--- config.mk ---
export PLATFORM = sky130hd
export DESIGN_NAME = obi_axi_bridge_mo
export DESIGN_NICKNAME = d
export VERILOG_FILES = /design/src/rtl/obi_axi_bridge_mo.sv
export SDC_FILE = /design/constraint.sdc
export NUM_CORES = 1
export LEC_CHECK = 0
export CAP_MARGIN = 20
export CORE_AREA = 8 8 188 190
export CTS_CLUSTER_DIAMETER = 50
export CTS_CLUSTER_SIZE = 28
export DETAILED_ROUTE_END_ITERATION = 16
export DIE_AREA = 0 0 196 198
export PLACE_DENSITY = 0.65
export SLEW_MARGIN = 20
export SYNTH_ARGS = -nofsm -noshare
export SYNTH_HDL_FRONTEND = slang
export SYNTH_SLANG_ARGS = --single-unit
--- constraint.sdc ---
create_clock -name clk_i -period 3.1 [get_ports clk_i]
set_clock_uncertainty 0.1 [all_clocks]
set_input_delay 0.62 -clock clk_i [delete_from_list [all_inputs] [get_ports clk_i]]
set_output_delay 0.62 -clock clk_i [all_outputs]
set_load 0.01 [all_outputs]
--- src/rtl/obi_axi_bridge_mo.sv ---
// OBI-to-AXI4 master bridge with multiple outstanding transactions.
// Responses return to OBI strictly in request order.
module obi_axi_bridge_mo #(
    parameter int ADDR_WIDTH      = 32,
    parameter int OBI_DATA_WIDTH  = 32,
    parameter int AXI_DATA_WIDTH  = 128,
    parameter int AXI_ID_WIDTH    = 3,
    parameter int AXI_ID          = 0,
    parameter int MAX_OUTSTANDING = 4
) (
    input  logic                        clk_i,
    input  logic                        rst_i,
    // OBI side
    input  logic                        req_i,
    output logic                        gnt_o,
    input  logic [ADDR_WIDTH-1:0]       addr_i,
    input  logic                        we_i,
    input  logic [OBI_DATA_WIDTH/8-1:0] be_i,
    input  logic [OBI_DATA_WIDTH-1:0]   wdata_i,
    output logic                        rvalid_o,
    output logic [OBI_DATA_WIDTH-1:0]   rdata_o,
    output logic                        err_o,
    // AXI write address
    output logic [AXI_ID_WIDTH-1:0]     aw_id_o,
    output logic [ADDR_WIDTH-1:0]       aw_addr_o,
    output logic [7:0]                  aw_len_o,
    output logic [2:0]                  aw_size_o,
    output logic [1:0]                  aw_burst_o,
    output logic                        aw_valid_o,
    input  logic                        aw_ready_i,
    // AXI write data
    output logic [AXI_DATA_WIDTH-1:0]   w_data_o,
    output logic [AXI_DATA_WIDTH/8-1:0] w_strb_o,
    output logic                        w_last_o,
    output logic                        w_valid_o,
    input  logic                        w_ready_i,
    // AXI write response
    input  logic [AXI_ID_WIDTH-1:0]     b_id_i,
    input  logic [1:0]                  b_resp_i,
    input  logic                        b_valid_i,
    output logic                        b_ready_o,
    // AXI read address
    output logic [AXI_ID_WIDTH-1:0]     ar_id_o,
    output logic [ADDR_WIDTH-1:0]       ar_addr_o,
    output logic [7:0]                  ar_len_o,
    output logic [2:0]                  ar_size_o,
    output logic [1:0]                  ar_burst_o,
    output logic                        ar_valid_o,
    input  logic                        ar_ready_i,
    // AXI read data
    input  logic [AXI_ID_WIDTH-1:0]     r_id_i,
    input  logic [AXI_DATA_WIDTH-1:0]   r_data_i,
    input  logic [1:0]                  r_resp_i,
    input  logic                        r_last_i,
    input  logic                        r_valid_i,
    output logic                        r_ready_o
);

    localparam int OBI_BYTES = OBI_DATA_WIDTH / 8;
    localparam int AXI_BYTES = AXI_DATA_WIDTH / 8;
    localparam int LANES     = AXI_DATA_WIDTH / OBI_DATA_WIDTH;
    localparam int OFF_W     = $clog2(OBI_BYTES);
    localparam int LANE_W    = (LANES > 1) ? $clog2(LANES) : 1;
    localparam int PTR_W     = (MAX_OUTSTANDING > 1) ? $clog2(MAX_OUTSTANDING) : 1;
    localparam int CNT_W     = $clog2(MAX_OUTSTANDING + 1);

    localparam logic [2:0]            SIZE      = 3'(OFF_W);
    localparam logic [1:0]            BURST     = 2'b01;
    localparam logic [ADDR_WIDTH-1:0] ADDR_MASK = ~ADDR_WIDTH'(OBI_BYTES - 1);
    localparam logic [CNT_W-1:0]      CNT_MAX   = CNT_W'(MAX_OUTSTANDING);
    localparam logic [PTR_W-1:0]      PTR_LAST  = PTR_W'(MAX_OUTSTANDING - 1);

    // Command register
    logic                      r_cmd_valid;
    logic [ADDR_WIDTH-1:0]     r_addr;
    logic                      r_we;
    logic [OBI_BYTES-1:0]      r_be;
    logic [OBI_DATA_WIDTH-1:0] r_wdata;
    logic [LANE_W-1:0]         r_lane;
    logic                      r_aw_sent;
    logic                      r_w_sent;

    // Order FIFO entries are {we, lane}
    logic [LANE_W:0]           r_fifo [MAX_OUTSTANDING];
    logic [PTR_W-1:0]          r_wr_ptr;
    logic [PTR_W-1:0]          r_rd_ptr;
    logic [CNT_W-1:0]          r_cnt;

    // Response register
    logic                      r_rvalid;
    logic [OBI_DATA_WIDTH-1:0] r_rdata;
    logic                      r_err;

    logic [LANE_W-1:0]         w_lane;
    logic                      w_fifo_full;
    logic                      w_head_valid;
    logic [LANE_W:0]           w_head;
    logic                      w_head_we;
    logic [LANE_W-1:0]         w_head_lane;
    logic                      w_aw_hs;
    logic                      w_w_hs;
    logic                      w_ar_hs;
    logic                      w_aw_done;
    logic                      w_w_done;
    logic                      w_cmd_done;
    logic                      w_b_hs;
    logic                      w_r_hs;
    logic                      w_retire;
    logic [AXI_DATA_WIDTH-1:0] w_r_shifted;
    logic [AXI_BYTES-1:0]      w_strb_full;
    logic                      w_unused;

    // IDs, last and the low response bit carry no information here.
    assign w_unused = ^{b_id_i, r_id_i, r_last_i, b_resp_i[0], r_resp_i[0]};

    generate
        if (LANES > 1) begin : g_lane
            assign w_lane = addr_i[OFF_W + LANE_W - 1 : OFF_W];
        end else begin : g_nolane
            assign w_lane = '0;
        end
    endgenerate

    assign w_fifo_full  = (r_cnt == CNT_MAX);
    assign w_head_valid = (r_cnt != '0);
    assign w_head       = r_fifo[r_rd_ptr];
    assign w_head_we    = w_head[LANE_W];
    assign w_head_lane  = w_head[LANE_W-1:0];

    assign gnt_o = req_i && !r_cmd_valid && (r_cnt < CNT_MAX) && !w_fifo_full;

    // Request channels
    assign aw_valid_o = r_cmd_valid && r_we && !r_aw_sent;
    assign w_valid_o  = r_cmd_valid && r_we && !r_w_sent;
    assign ar_valid_o = r_cmd_valid && !r_we;

    assign w_aw_hs    = aw_valid_o && aw_ready_i;
    assign w_w_hs     = w_valid_o && w_ready_i;
    assign w_ar_hs    = ar_valid_o && ar_ready_i;
    assign w_aw_done  = r_aw_sent || w_aw_hs;
    assign w_w_done   = r_w_sent || w_w_hs;
    assign w_cmd_done = r_we ? (w_aw_done && w_w_done) : w_ar_hs;

    assign w_strb_full = AXI_BYTES'(r_be) << (32'(r_lane) * 32'(OBI_BYTES));

    assign aw_id_o    = AXI_ID_WIDTH'(AXI_ID);
    assign aw_addr_o  = aw_valid_o ? (r_addr & ADDR_MASK) : '0;
    assign aw_len_o   = '0;
    assign aw_size_o  = aw_valid_o ? SIZE : '0;
    assign aw_burst_o = aw_valid_o ? BURST : '0;

    assign w_data_o   = w_valid_o ? {LANES{r_wdata}} : '0;
    assign w_strb_o   = w_valid_o ? w_strb_full : '0;
    assign w_last_o   = w_valid_o;

    assign ar_id_o    = AXI_ID_WIDTH'(AXI_ID);
    assign ar_addr_o  = ar_valid_o ? (r_addr & ADDR_MASK) : '0;
    assign ar_len_o   = '0;
    assign ar_size_o  = ar_valid_o ? SIZE : '0;
    assign ar_burst_o = ar_valid_o ? BURST : '0;

    // Response acceptance follows the order FIFO head only
    assign b_ready_o = w_head_valid && w_head_we;
    assign r_ready_o = w_head_valid && !w_head_we;

    assign w_b_hs   = b_valid_i && b_ready_o;
    assign w_r_hs   = r_valid_i && r_ready_o;
    assign w_retire = w_b_hs || w_r_hs;

    assign w_r_shifted = r_data_i >> (32'(w_head_lane) * 32'(OBI_DATA_WIDTH));

    assign rvalid_o = r_rvalid;
    assign rdata_o  = r_rdata;
    assign err_o    = r_err;

    function automatic logic [PTR_W-1:0] ptr_inc(input logic [PTR_W-1:0] p);
        return (p == PTR_LAST) ? '0 : p + PTR_W'(1);
    endfunction

    // Command register: load on grant, free once every channel handshook
    always_ff @(posedge clk_i) begin
        if (rst_i) begin
            r_cmd_valid <= 1'b0;
            r_addr      <= '0;
            r_we        <= 1'b0;
            r_be        <= '0;
            r_wdata     <= '0;
            r_lane      <= '0;
            r_aw_sent   <= 1'b0;
            r_w_sent    <= 1'b0;
        end else if (gnt_o) begin
            r_cmd_valid <= 1'b1;
            r_addr      <= addr_i;
            r_we        <= we_i;
            r_be        <= be_i;
            r_wdata     <= wdata_i;
            r_lane      <= w_lane;
            r_aw_sent   <= 1'b0;
            r_w_sent    <= 1'b0;
        end else if (r_cmd_valid) begin
            if (w_cmd_done) begin
                r_cmd_valid <= 1'b0;
                r_aw_sent   <= 1'b0;
                r_w_sent    <= 1'b0;
            end else begin
                r_aw_sent   <= w_aw_done;
                r_w_sent    <= w_w_done;
            end
        end
    end

    // Order FIFO storage: written on grant, no reset needed
    always_ff @(posedge clk_i) begin
        if (gnt_o) begin
            r_fifo[r_wr_ptr] <= {we_i, w_lane};
        end
    end

    // Order FIFO pointers and outstanding count
    always_ff @(posedge clk_i) begin
        if (rst_i) begin
            r_wr_ptr <= '0;
            r_rd_ptr <= '0;
            r_cnt    <= '0;
        end else begin
            if (gnt_o) begin
                r_wr_ptr <= ptr_inc(r_wr_ptr);
            end
            if (w_retire) begin
                r_rd_ptr <= ptr_inc(r_rd_ptr);
            end
            if (gnt_o && !w_retire) begin
                r_cnt <= r_cnt + CNT_W'(1);
            end else if (!gnt_o && w_retire) begin
                r_cnt <= r_cnt - CNT_W'(1);
            end
        end
    end

    // OBI response: one-cycle pulse after each retiring B or R
    always_ff @(posedge clk_i) begin
        if (rst_i) begin
            r_rvalid <= 1'b0;
            r_rdata  <= '0;
            r_err    <= 1'b0;
        end else begin
            r_rvalid <= w_retire;
            r_rdata  <= w_r_hs ? w_r_shifted[OBI_DATA_WIDTH-1:0] : '0;
            r_err    <= w_b_hs ? b_resp_i[1] : (w_r_hs ? r_resp_i[1] : 1'b0);
        end
    end

endmodule

==> run_results.csv <==
group,metric,value,unit
outcome,status,"completed",
drt,drt_first_pass_iters,4,
layout,diodes,0,
layout,regArea,2630,um2
worst_setup_path,crit_chain,"nand2_2 > nor2_2 > buf_12 > and3_1 > and2_1 > clkdlybuf4s50_1",
sta,slew_headroom,44.3,%
clock_network,clk_latency,0.41,ns
clock_network,cts_buffers,17,
worst_setup_path,cp.buffers_inverters,2,
placement,port_buffers,453,
sta,fmax,343,MHz
layout,nNetsFinal,1379,
worst_setup_path,worstReg2RegEnd,"r_cnt[2]",
drt,wire_per_inst,17.1,um
worst_setup_path,setup.worst_path.start_class,"flop",
clock_network,clk_pin_slew,0.07,ns
worst_setup_path,crit_path_end_kind,"output port",
logic_synthesis,synth_seq_cells,125,
sta,hold_viol_final,0,
pwr,p_leak,4.37,nW
hold_path,min_path_type,"input port to flop",
clock_network,cts_tree,"built",
floorplan,initial_utilization,21.5,%
logic_synthesis,seq_area_frac_synth,37.8,%
floorplan,core_area,32200,um2
layout,drive_gt1_share,7.96,%
hold_path,hold_start,"rst_i",
global_route,grt_pass1_vias,6743,
layout,syn2layout_area_growth,67.1,%
placement,gp_congestion,0.794,
logic_synthesis,postSynthAreaPerCell,8.50,um2
drt,wl_met1,10900,um
sta,setup_viol,0,
global_route,grt_overflow,0,
global_route,grt_antenna_before_repair,0,
drt,vias,6494,
worst_setup_path,crit_fanout,35,
drt,route.met2.wl,13800,um
drt,drc,0,
global_route,grt_max_degree,78,
drt,met3_length,2070,um
layout,nFillCells,3268,
floorplan,die_area,38800,um2
job,maxCapViolCount,0,
clock_network,post-cts-setup-buffers,0,
global_route,grt_pass1_wl,40200,um
drt,dr.max_layer_used,"met4",
layout,fin_area,11600,um2
layout,multi_input_area,3190,um2
clock_network,root_buffer,"clkbuf_16",
pwr,vdd_ir_drop_max,0.346,mV
floorplan,die_h,198,um
floorplan,ioPinCount,497,
clock_network,cts_hold_buf,0,
drt,vias_per_cell,4.12,
floorplan,rows,66,
sta,rsz0062_at_grt,"no",
global_route,track_usage,13.2,%
sta,fin_crit,2.91,ns
hold_path,hold_end,"r_wdata[2]",
logic_synthesis,synth_area,6940,um2
worst_setup_path,cp_slowest_stage_delay,0.54,ns
clock_network,htreeDepth,4,
hold_path,hold_path_depth,2,
sta,tightest_slew,0.836,ns
drt,drtIter0Drc,164,
sta,tns,0,ns
worst_setup_path,crit_type,"flop to output port",
drt,routed_wl,27000,um
layout,layout_commonest_cell,"clkdlybuf4s50_1",
logic_synthesis,synthesis.instances,816,
floorplan,die_x,196,um
logic_synthesis,ys.warnings.count,0,
worst_setup_path,critPathArrivalTime,2.19,ns
worst_setup_path,r2r_setup_slack,0.40,ns
layout,layout_common_cells,"clkdlybuf4s50_1, nand2_1, dfxtp_1, and2_1, a21oi_1",
worst_setup_path,critical-path-top-delay-family,"buffers and inverters",
logic_synthesis,ys_types,36,
placement,place_hpwl,20700,um
clock_network,clock_path_buffers,2,
placement,placed_area,11100,um2
drt,ant_nets,0,
worst_setup_path,cp_slowest_cell,"clkdlybuf4s50_1",
pwr,p_per_area,522,nW/um2
sta,report.final.slew_viol_count,0,
worst_setup_path,crit_cells,6,
clock_network,cts.sinks,125,
worst_setup_path,rr_worst_depth,8,
worst_setup_path,required,2.38,ns
sta,fin_crit_sh,94.0,%
-- kinds of logic (layout without fill, tap and decap cells) --
| logic type | Yosys count | in the layout | synth area share (%) |
|---|---|---|---|
| XOR/XNOR | 2 | 2 | 0.253 |
| buffers and inverters | 188 | 510 | 18.1 |
| AO/OA/AOI/OAI | 113 | 113 | 9.54 |
| adder cells (fa/ha/maj) | 7 | 7 | 1.37 |
| multiplexers | 71 | 71 | 11.5 |
| other | 1 | 32 | 0.0541 |
| AND/OR/NAND/NOR | 309 | 309 | 21.4 |
| flip-flops | 125 | 125 | 37.8 |
-- routing by layer --
layer | track usage (%) | vias to the layer above
met2 | 24.2 | 278
met5 | 0 | -
met3 | 5.01 | 17
li1 | - | 3200
met4 | 2.50 | 0
met1 | 14.3 | 2999
-- flip-flops by register name (all words and copies together), names as in the netlist, named ones only --
signal	count
r_be	4
r_cmd_valid	1
r_cnt	3
err_o	1
r_fifo	12
rdata_o	32
r_we	1
r_aw_sent	1
r_rd_ptr	2
r_addr	30
r_wr_ptr	2
r_wdata	32
r_w_sent	1
rvalid_o	1
-- synth_stat cells --
cell / instances / share of area (%)
o21ai_0: 1 / 0.072
o31ai_1: 3 / 0.32
a211oi_1: 32 / 3.5
mux4_1: 2 / 0.76
fa_1: 1 / 0.29
nand2b_1: 1 / 0.090
mux4_2: 1 / 0.32
mux2i_1: 35 / 5.1
xor2_1: 2 / 0.25
nand3b_1: 2 / 0.22
nand2_1: 140 / 7.6
buf_4: 134 / 15
mux2_2: 32 / 5.2
nor4b_1: 2 / 0.25
nor2b_1: 2 / 0.18
inv_1: 5 / 0.27
nor2_1: 42 / 2.3
edfxtp_1: 12 / 5.2
nor4_1: 1 / 0.090
or3_1: 3 / 0.27
and2_1: 108 / 9.7
o311ai_0: 1 / 0.13
and3_1: 5 / 0.45
inv_2: 1 / 0.054
dfxtp_1: 113 / 33
a31oi_1: 1 / 0.090
buf_6: 6 / 0.97
nand3_1: 1 / 0.072
clkbuf_1: 40 / 2.2
a21oi_1: 74 / 5.3
a211o_1: 1 / 0.13
mux2_4: 1 / 0.22
ha_1: 6 / 1.1
buf_1: 2 / 0.11
conb_1: 1 / 0.054
nor3_1: 2 / 0.14
-- worst reg2reg max path: cells and delay by family (launching register included) --
family	cells	cell delay (ns)
DFF	1	0.42
and+or+nand+nor	1	0.31
muxes	2	0.87
AOI/OAI and AO/OA	1	0.15
adders and majority gates	2	0.56
buffers and inverters	1	0.06
xor gates and xnor gates	1	0.18
-- worst max-delay path by stage --
stage / slack [ns] / startpoint / to
finish: 0.19 / r_we / w_strb_o[12]
global route: 0.03 / r_we / w_strb_o[12]
CTS: 0.04 / r_cmd_valid / w_strb_o[12]
detailed placement: 0.29 / req_i / r_cnt[2]
global placement: 0.31 / req_i / r_cnt[2]
floorplan: 0.47 / req_i / r_cnt[2]
-- power breakdown --
group	total, W	switching, W	leakage (nW)	internal (W)
sequential	0.00200	0.000145	1.03	0.00186
combinational	0.00216	0.00108	3.09	0.00108
clock	0.00189	0.000836	0.250	0.00105
-- what timing repair did --
action                                 CTS  global route
gates resized for setup                  2             2
gates cloned                             0             0
endpoints found under the hold margin    0             0
setup endpoints to repair               25            16
pin swaps                                0             0
-- stage by stage --
step	setup slack (ns)	util (%)	std cells	hold WS [ns]	total power (W)
2_1_floorplan	0.468	-	847	0.332	0.00342
3_3_place_gp	0.315	34.3	1545	0.337	0.00420
3_5_place_dp	0.294	34.3	1545	0.342	0.00424
4_1_cts	0.0429	36.0	1577	0.338	0.00621
5_1_grt	0.0344	36.0	1577	0.344	0.00646
6_report	0.185	36.0	1577	0.340	0.00605
-- cell type report --
type,count,share of cell area [%]
Clock inverter,12,0.745
Tap cell,408,4.40
Inverter,6,0.194
Clock buffer,20,3.85
Multi-Input combinational cell,534,27.5
Timing Repair Buffer,472,40.6
Sequential cell,125,22.7
(Power assumes the default switching activity.)
